File: config.mk
export PLATFORM = sky130hd
export DESIGN_NAME = return_address_stack
export DESIGN_NICKNAME = d
export VERILOG_FILES = /design/src/rtl/return_address_stack_pkg.sv /design/src/rtl/return_address_stack_slot_select.sv /design/src/rtl/return_address_stack.sv
export SDC_FILE = /design/constraint.sdc
export NUM_CORES = 2
export LEC_CHECK = 0
export ABC_AREA = 1
export CAP_MARGIN = 40
export CORE_ASPECT_RATIO = 1.25
export CORE_MARGIN = 1.5
export CORE_UTILIZATION = 55
export DETAILED_ROUTE_END_ITERATION = 8
export GPL_TIMING_DRIVEN = 0
export HOLD_SLACK_MARGIN = 0.12
export PLACE_DENSITY = 0.78
export RECOVER_POWER = 25
export SETUP_SLACK_MARGIN = 0.15
export SYNTH_ARGS = -nofsm -noshare
export SYNTH_HDL_FRONTEND = slang
export SYNTH_SLANG_ARGS = --single-unit
File: constraint.sdc
create_clock -name clk -period 7.5 [get_ports clk]
set_input_delay 1.5 -clock clk [delete_from_list [all_inputs] [get_ports clk]]
set_output_delay 1.5 -clock clk [all_outputs]
set_load 0.005 [all_outputs]
File: src/rtl/return_address_stack_pkg.sv
// Shared branch-type encodings, RAS sizing and the action code passed from
// the slot selector to the stack.
package return_address_stack_pkg;

  localparam int BRANCH_TYPE__LEN = 3;
  localparam int RAS_DEPTH        = 16;
  localparam int FETCH_RATE_HW    = 4;

  typedef enum logic [2:0] {
    BRANCH_TYPE_NONE  = 3'd0,
    BRANCH_TYPE_COND  = 3'd1,
    BRANCH_TYPE_JMP   = 3'd2,
    BRANCH_TYPE_IJMP  = 3'd3,
    BRANCH_TYPE_CALL  = 3'd4,
    BRANCH_TYPE_ICALL = 3'd5,
    BRANCH_TYPE_RET   = 3'd6,
    BRANCH_TYPE_COROU = 3'd7
  } branch_type_e;

  typedef enum logic [1:0] {
    RAS_ACT_NONE    = 2'd0,
    RAS_ACT_PUSH    = 2'd1,
    RAS_ACT_POP     = 2'd2,
    RAS_ACT_POPPUSH = 2'd3
  } ras_action_e;

  // A slot redirects fetch if it is any real branch, except an untaken COND.
  function automatic logic slot_redirects(input logic [2:0] t, input logic taken);
    if (t == BRANCH_TYPE_COND) return taken;
    return (t != BRANCH_TYPE_NONE);
  endfunction

endpackage

File: src/rtl/return_address_stack_slot_select.sv
// Priority encoder: finds the first fetch-redirecting slot in the group and
// derives the stack action and the return address of that slot.
module ras_slot_select
  import return_address_stack_pkg::*;
#(
  parameter int FETCH_RATE = FETCH_RATE_HW,
  parameter int ADDR_W     = 64,
  parameter int SLOT_W     = (FETCH_RATE > 1) ? $clog2(FETCH_RATE) : 1
) (
  input  logic [BRANCH_TYPE__LEN*FETCH_RATE-1:0] i_branch_type,
  input  logic [ADDR_W*FETCH_RATE-1:0]           i_pc,
  input  logic [FETCH_RATE-1:0]                  i_is16,
  input  logic [FETCH_RATE-1:0]                  i_pred_taken,
  output logic [SLOT_W-1:0]                      o_slot,
  output ras_action_e                            o_action,
  output logic [ADDR_W-1:0]                      o_ret_addr
);

  logic              w_found;
  branch_type_e      w_type;
  logic [ADDR_W-1:0] w_pc;
  logic              w_c16;

  always_comb begin
    w_found = 1'b0;
    o_slot  = '0;
    w_type  = BRANCH_TYPE_NONE;
    w_pc    = '0;
    w_c16   = 1'b0;
    for (int i = 0; i < FETCH_RATE; i++) begin
      if (!w_found && slot_redirects(i_branch_type[i*BRANCH_TYPE__LEN +: BRANCH_TYPE__LEN],
                                     i_pred_taken[i])) begin
        w_found = 1'b1;
        o_slot  = SLOT_W'(i);
        w_type  = branch_type_e'(i_branch_type[i*BRANCH_TYPE__LEN +: BRANCH_TYPE__LEN]);
        w_pc    = i_pc[i*ADDR_W +: ADDR_W];
        w_c16   = i_is16[i];
      end
    end
  end

  always_comb begin
    case (w_type)
      BRANCH_TYPE_CALL, BRANCH_TYPE_ICALL: o_action = RAS_ACT_PUSH;
      BRANCH_TYPE_RET:                     o_action = RAS_ACT_POP;
      BRANCH_TYPE_COROU:                   o_action = RAS_ACT_POPPUSH;
      default:                             o_action = RAS_ACT_NONE;
    endcase
  end

  assign o_ret_addr = w_pc + (w_c16 ? ADDR_W'(2) : ADDR_W'(4));

endmodule

File: src/rtl/return_address_stack.sv
// IF2 return address stack: circular stack with saturating count, checkpoint
// restore on redirect, and a registered prediction at the IF2-IF3 boundary.
module return_address_stack
  import return_address_stack_pkg::*;
#(
  parameter int FETCH_RATE = FETCH_RATE_HW,
  parameter int DEPTH      = RAS_DEPTH,
  parameter int PTR_W      = 4,
  parameter int ADDR_W     = 64,
  localparam int SLOT_W    = (FETCH_RATE > 1) ? $clog2(FETCH_RATE) : 1
) (
  input  logic                                   clk,
  input  logic                                   rst,
  input  logic                                   Stall,
  input  logic                                   Bubble,
  input  logic [BRANCH_TYPE__LEN*FETCH_RATE-1:0] BranchType_Bus,
  input  logic [ADDR_W*FETCH_RATE-1:0]           PC_Bus,
  input  logic [FETCH_RATE-1:0]                  Is16Bit,
  input  logic [FETCH_RATE-1:0]                  PredTaken,
  input  logic                                   Redirect,
  input  logic [PTR_W:0]                         RestorePtr,
  output logic [PTR_W:0]                         RasCkptPtr,
  output logic [ADDR_W-1:0]                      RasTarget,
  output logic                                   RasValid,
  output logic [SLOT_W-1:0]                      RasSlot
);

  logic [ADDR_W-1:0] r_stack [DEPTH];
  logic [PTR_W-1:0]  r_tos;
  logic [PTR_W:0]    r_count;

  logic [SLOT_W-1:0] w_slot;
  ras_action_e       w_action;
  logic [ADDR_W-1:0] w_ret_addr;
  logic              w_nonempty, w_full, w_is_ret, w_upd, w_we;
  logic [PTR_W-1:0]  w_tos_inc, w_tos_dec, w_tos_nxt, w_waddr;
  logic [PTR_W:0]    w_cnt_nxt;

  ras_slot_select #(.FETCH_RATE(FETCH_RATE), .ADDR_W(ADDR_W), .SLOT_W(SLOT_W)) u_sel (
    .i_branch_type (BranchType_Bus),
    .i_pc          (PC_Bus),
    .i_is16        (Is16Bit),
    .i_pred_taken  (PredTaken),
    .o_slot        (w_slot),
    .o_action      (w_action),
    .o_ret_addr    (w_ret_addr)
  );

  assign w_nonempty = (r_count != '0);
  assign w_full     = (r_count == (PTR_W+1)'(DEPTH));
  assign w_tos_inc  = r_tos + 1'b1;
  assign w_tos_dec  = r_tos - 1'b1;
  assign w_is_ret   = (w_action == RAS_ACT_POP) || (w_action == RAS_ACT_POPPUSH);
  assign w_upd      = ~Redirect & ~Stall & ~Bubble;

  always_comb begin
    w_tos_nxt = r_tos;
    w_cnt_nxt = r_count;
    w_we      = 1'b0;
    w_waddr   = r_tos;
    case (w_action)
      RAS_ACT_PUSH: begin
        w_tos_nxt = w_tos_inc;
        w_cnt_nxt = w_full ? r_count : r_count + 1'b1;
        w_we      = 1'b1;
        w_waddr   = w_tos_inc;
      end
      RAS_ACT_POP: begin
        if (w_nonempty) begin
          w_tos_nxt = w_tos_dec;
          w_cnt_nxt = r_count - 1'b1;
        end
      end
      RAS_ACT_POPPUSH: begin
        w_we = 1'b1;
        // An empty stack has nothing to replace, so the COROU degenerates to a push.
        if (!w_nonempty) begin
          w_tos_nxt = w_tos_inc;
          w_cnt_nxt = (PTR_W+1)'(1);
          w_waddr   = w_tos_inc;
        end
      end
      default: ;
    endcase
  end

  always_ff @(posedge clk) begin
    if (!rst && w_upd && w_we) r_stack[w_waddr] <= w_ret_addr;
  end

  // IF2 -> IF3 boundary: pointer state and registered prediction
  always_ff @(posedge clk) begin
    if (rst) begin
      r_tos      <= '0;
      r_count    <= '0;
      RasValid   <= 1'b0;
      RasTarget  <= '0;
      RasSlot    <= '0;
      RasCkptPtr <= '0;
    end else if (Redirect) begin
      r_tos      <= RestorePtr[PTR_W-1:0];
      r_count    <= RestorePtr[PTR_W] ? (PTR_W+1)'(DEPTH) : '0;
      RasValid   <= 1'b0;
      RasTarget  <= '0;
      RasSlot    <= '0;
      RasCkptPtr <= '0;
    end else if (Bubble) begin
      RasValid   <= 1'b0;
      RasTarget  <= '0;
      RasSlot    <= '0;
      RasCkptPtr <= '0;
    end else if (!Stall) begin
      r_tos      <= w_tos_nxt;
      r_count    <= w_cnt_nxt;
      RasValid   <= w_is_ret && w_nonempty;
      RasTarget  <= r_stack[r_tos];
      RasSlot    <= w_is_ret ? w_slot : '0;
      RasCkptPtr <= {w_nonempty, r_tos};
    end
  end

endmodule

==> implementation parameters <==
Parameter                              Value

Min path
  Hold Path Class    flip-flop to flip-flop

Timing
  Period utilization    89.6%
  Worst hold slack across all endpoints    470 ps
  Worst-case headroom to the max-slew limit    -32.4%
  Final clock skew    29.4 ps
  Final worst-path setup slack    781 ps
  Setup TNS    0 ps
  Maximum clock rate    149 MHz
  Unrepaired setup endpoints after global routing    no
  Setup-violating endpoint count in the final report    0
  Slew @ Worst Pin    1980 ps
  Final hold violation count    0
  Number of max-slew violations in the final report    187
  Shortest clock period the worst path allows after layout    6720 ps

Critical path
  Type of origin of the critical path    primary input
  Critical R2R Launch    r_tos[0]
  Critical path launch point    BranchType_Bus[6]
  CP endpoint    r_stack[6][29]
  Class of the most critical setup path    primary input to flip-flop
  Critical R2R Capture    r_stack[5][4]
  Critical path data required time    8030 ps
  Arrival time at the worst endpoint    7250 ps
  Critical path capture point type    flip-flop
  Highest net fanout along the worst path    10
  Register-to-Register Setup Slack    950 ps
  Worst Reg-to-Reg Cells    16

Synth
  Warning count from the yosys run    0
  Cell with the most instances after synthesis    sky130_fd_sc_hd__edfxtp_1
  Post-Syn Nets    4533
  Gate count of the mapped netlist    4238
  Top post-synthesis cells by area    sky130_fd_sc_hd__edfxtp_1 64%, sky130_fd_sc_hd__nor2_1 6.4%, sky130_fd_sc_hd__o21ai_0 5.8%
  Top cells by instance count after synthesis    1024 x sky130_fd_sc_hd__edfxtp_1, 809 x sky130_fd_sc_hd__nor2_1, 556 x sky130_fd_sc_hd__o21ai_0
  Proportion of synthesized flip-flops having asynchronous set or reset    0%
  Netlist area before placement    47700 µm²
  Sequential cell area fraction in the yosys report    67.9%
  Post-Synthesis Mean Instance Area    11.3 µm²
  Number of flops mapped to enable cells by yosys    1024
  Synth Flop Type    sky130_fd_sc_hd__edfxtp_1
  Largest area contributor in the synthesized netlist    sky130_fd_sc_hd__edfxtp_1
  Flip-flop and latch count after synthesis    1105
  Unique masters post-synth    52
  Yosys top cell area share    64.5%

GRT
  Number of antenna violations at the first check in global routing    4
  Via count of the first global-routing pass    38.5k
  Maximum number of pins on one net before global-route repair    25
  Tot GR Track Use    39.7%
  Gr ovfl total    0
  Global-route wire length before repair    252000 µm

Floorplan
  Total Die Area    88500 µm²
  Initial Util    55.6%
  Horizontal die dimension    266 µm
  Core Footprint    85700 µm²
  # IOs    358
  Std-Cell Rows    120
  Height of the die    332 µm

Placed design
  Final RePlAce weighted congestion    1.02
  Number of port buffers    356
  Post-Place Worst Slack    938 ps
  Detailed-placement wirelength estimate    127000 µm
  Cell Area, Placed    54700 µm²
  Placed Cells incl. Taps    5870

Clock network
  Number of setup buffers added after CTS    0
  PostCTS Resize Cnt    0
  CTS Hold Buffers Added    0
  Clock Root Buffer    sky130_fd_sc_hd__clkbuf_16
  CTS H-tree lvls    3
  Number of clock sinks    1105
  TritonCTS clock tree    yes
  Total clock buffers created by CTS    99
  Maximum number of buffers from clock root to sink    3
  Clock edge transition at the registers on the reported setup and hold paths    60 ps
  Worst-skew pair later-pin latency    690 ps

Final layout
  Final Util    67.4%
  Share of final-layout standard cells stronger than drive strength 1    7.80%
  Filler Cells Inserted    6071
  Final nets    5108
  Area growth from synthesis to layout    21.1%
  Final non-filler cell total    6062
  Finished layout cell area    57700 µm²

Power
  Leakage power    20.2 nW
  Power Total    14.2 mW
  Worst voltage drop across the vdd grid    0.218 mV
  PD cells    246 nW/µm²

Detailed routing
  Antenna Violating Nets Remaining    0
  Count of routing violations after the opening detailed-route iteration    6595
  Wire length reported by the detailed router    178000 µm
  Via total after detailed routing    39.3k
  Final routed wire length divided by cell count    29.4 µm
  Detailed-route vias per instance    6.49
  Drt first pass iters    8
  DRC errors left    2

Status
  Run status    complete, but fails checks
  Violations in the final reports    DRC, capacitance limit, slew limit

Flow run
  Max Cap Violations    12
sequential cells by signal, indices dropped and copies added, names as in the netlist:
signal      cells
RasValid        1
r_stack      1024
RasSlot         2
r_count         5
r_tos           4
RasCkptPtr      5
RasTarget      64
cell usage in the layout, fill, tap and decap left out, types with 12 or more instances in the layout:
master,n
sky130_fd_sc_hd__a21oi_1,23
sky130_fd_sc_hd__buf_12,26
sky130_fd_sc_hd__buf_16,15
sky130_fd_sc_hd__buf_2,22
sky130_fd_sc_hd__buf_4,47
sky130_fd_sc_hd__buf_6,27
sky130_fd_sc_hd__buf_8,12
sky130_fd_sc_hd__bufinv_16,13
sky130_fd_sc_hd__clkbuf_1,268
sky130_fd_sc_hd__clkbuf_16,100
sky130_fd_sc_hd__clkdlybuf4s50_1,283
sky130_fd_sc_hd__clkinv_1,13
sky130_fd_sc_hd__clkinv_2,21
sky130_fd_sc_hd__dfxtp_1,81
sky130_fd_sc_hd__dlygate4sd3_1,73
sky130_fd_sc_hd__edfxtp_1,1024
sky130_fd_sc_hd__inv_1,180
sky130_fd_sc_hd__nand2_1,449
sky130_fd_sc_hd__nand3_1,218
sky130_fd_sc_hd__nand3b_1,24
sky130_fd_sc_hd__nand4_1,60
sky130_fd_sc_hd__nor2_1,810
sky130_fd_sc_hd__nor2_2,16
sky130_fd_sc_hd__o211ai_1,70
sky130_fd_sc_hd__o21ai_0,556
sky130_fd_sc_hd__o221ai_1,106
sky130_fd_sc_hd__o22ai_1,150
sky130_fd_sc_hd__o311ai_0,25
sky130_fd_sc_hd__o311ai_1,21
sky130_fd_sc_hd__xnor2_1,16
sky130_fd_sc_hd__xor2_1,26
cell families (layout without fill, tap and decap cells):
group	count (synthesis)	count (layout)	share of synthesized area (%)
and+or+nand+nor	1620	1620	14.5
DFF	1105	1105	67.9
AOI/OAI and AO/OA	972	972	12.2
buffers and inverters	478	1137	4.14
xor gates and xnor gates	54	54	0.992
adders and majority gates	9	9	0.268
other	0	6	0
critical path, stage by stage:
cell and delay [ps]:
sky130_fd_sc_hd__clkdlybuf4s50_1 510, sky130_fd_sc_hd__nand2_2 90, sky130_fd_sc_hd__nand3_4 200, sky130_fd_sc_hd__clkinv_2 150
sky130_fd_sc_hd__nor2_1 500, sky130_fd_sc_hd__clkbuf_1 660, sky130_fd_sc_hd__buf_4 330, sky130_fd_sc_hd__nand2_1 70
sky130_fd_sc_hd__o211ai_1 140, sky130_fd_sc_hd__ha_1 280, sky130_fd_sc_hd__inv_1 80, sky130_fd_sc_hd__fa_1 500
sky130_fd_sc_hd__inv_1 110, sky130_fd_sc_hd__nand3_1 120, sky130_fd_sc_hd__nor2_4 200, sky130_fd_sc_hd__inv_1 80
sky130_fd_sc_hd__nor2_2 270, sky130_fd_sc_hd__nand2_1 260, sky130_fd_sc_hd__xnor2_1 860, sky130_fd_sc_hd__buf_4 330
layout make-up:
cell class	instances	area, µm²	area share, %
well taps	1159	1450	2.51
clock inverters	54	674	1.17
repair buffers	474	5160	8.94
multi-input cells	2655	13400	23.2
plain buffers	286	1240	2.15
diodes	6	15.0	0.0260
flip-flops and latches	1105	32400	56.1
inverters	192	724	1.25
clock buffers	131	2690	4.66
routing by layer:
metal | wire (µm) | GRT usage, % | share of wire, %
met5 | 11 | 0 | 0.0062
met4 | 16000 | 30.6 | 9.0
met2 | 83600 | 64.0 | 47
met3 | 24000 | 9.42 | 13
met1 | 54500 | 45.8 | 31
how the worst min path moves through the flow:
stage | from | endpoint | slack [ps] | depth (start not counted)
2_1_floorplan | RasCkptPtr[0] | RasCkptPtr[0] | 460 | 2
3_3_place_gp | RasSlot[0] | RasSlot[0] | 450 | 2
3_5_place_dp | RasCkptPtr[3] | RasCkptPtr[3] | 460 | 2
4_1_cts | RasCkptPtr[3] | RasCkptPtr[3] | 470 | 2
5_1_grt | RasCkptPtr[2] | RasCkptPtr[2] | 490 | 2
6_report | RasSlot[1] | RasSlot[1] | 470 | 2
where the power goes:
group          internal [mW]  switching, mW  leakage, nW
Combinational          0.588           1.48         8.67
Sequential              6.84         0.0157         9.88
Clock                   2.99           2.29         1.65
Total                   10.4           3.78         20.2
Power figures use the tool's default switching activity.
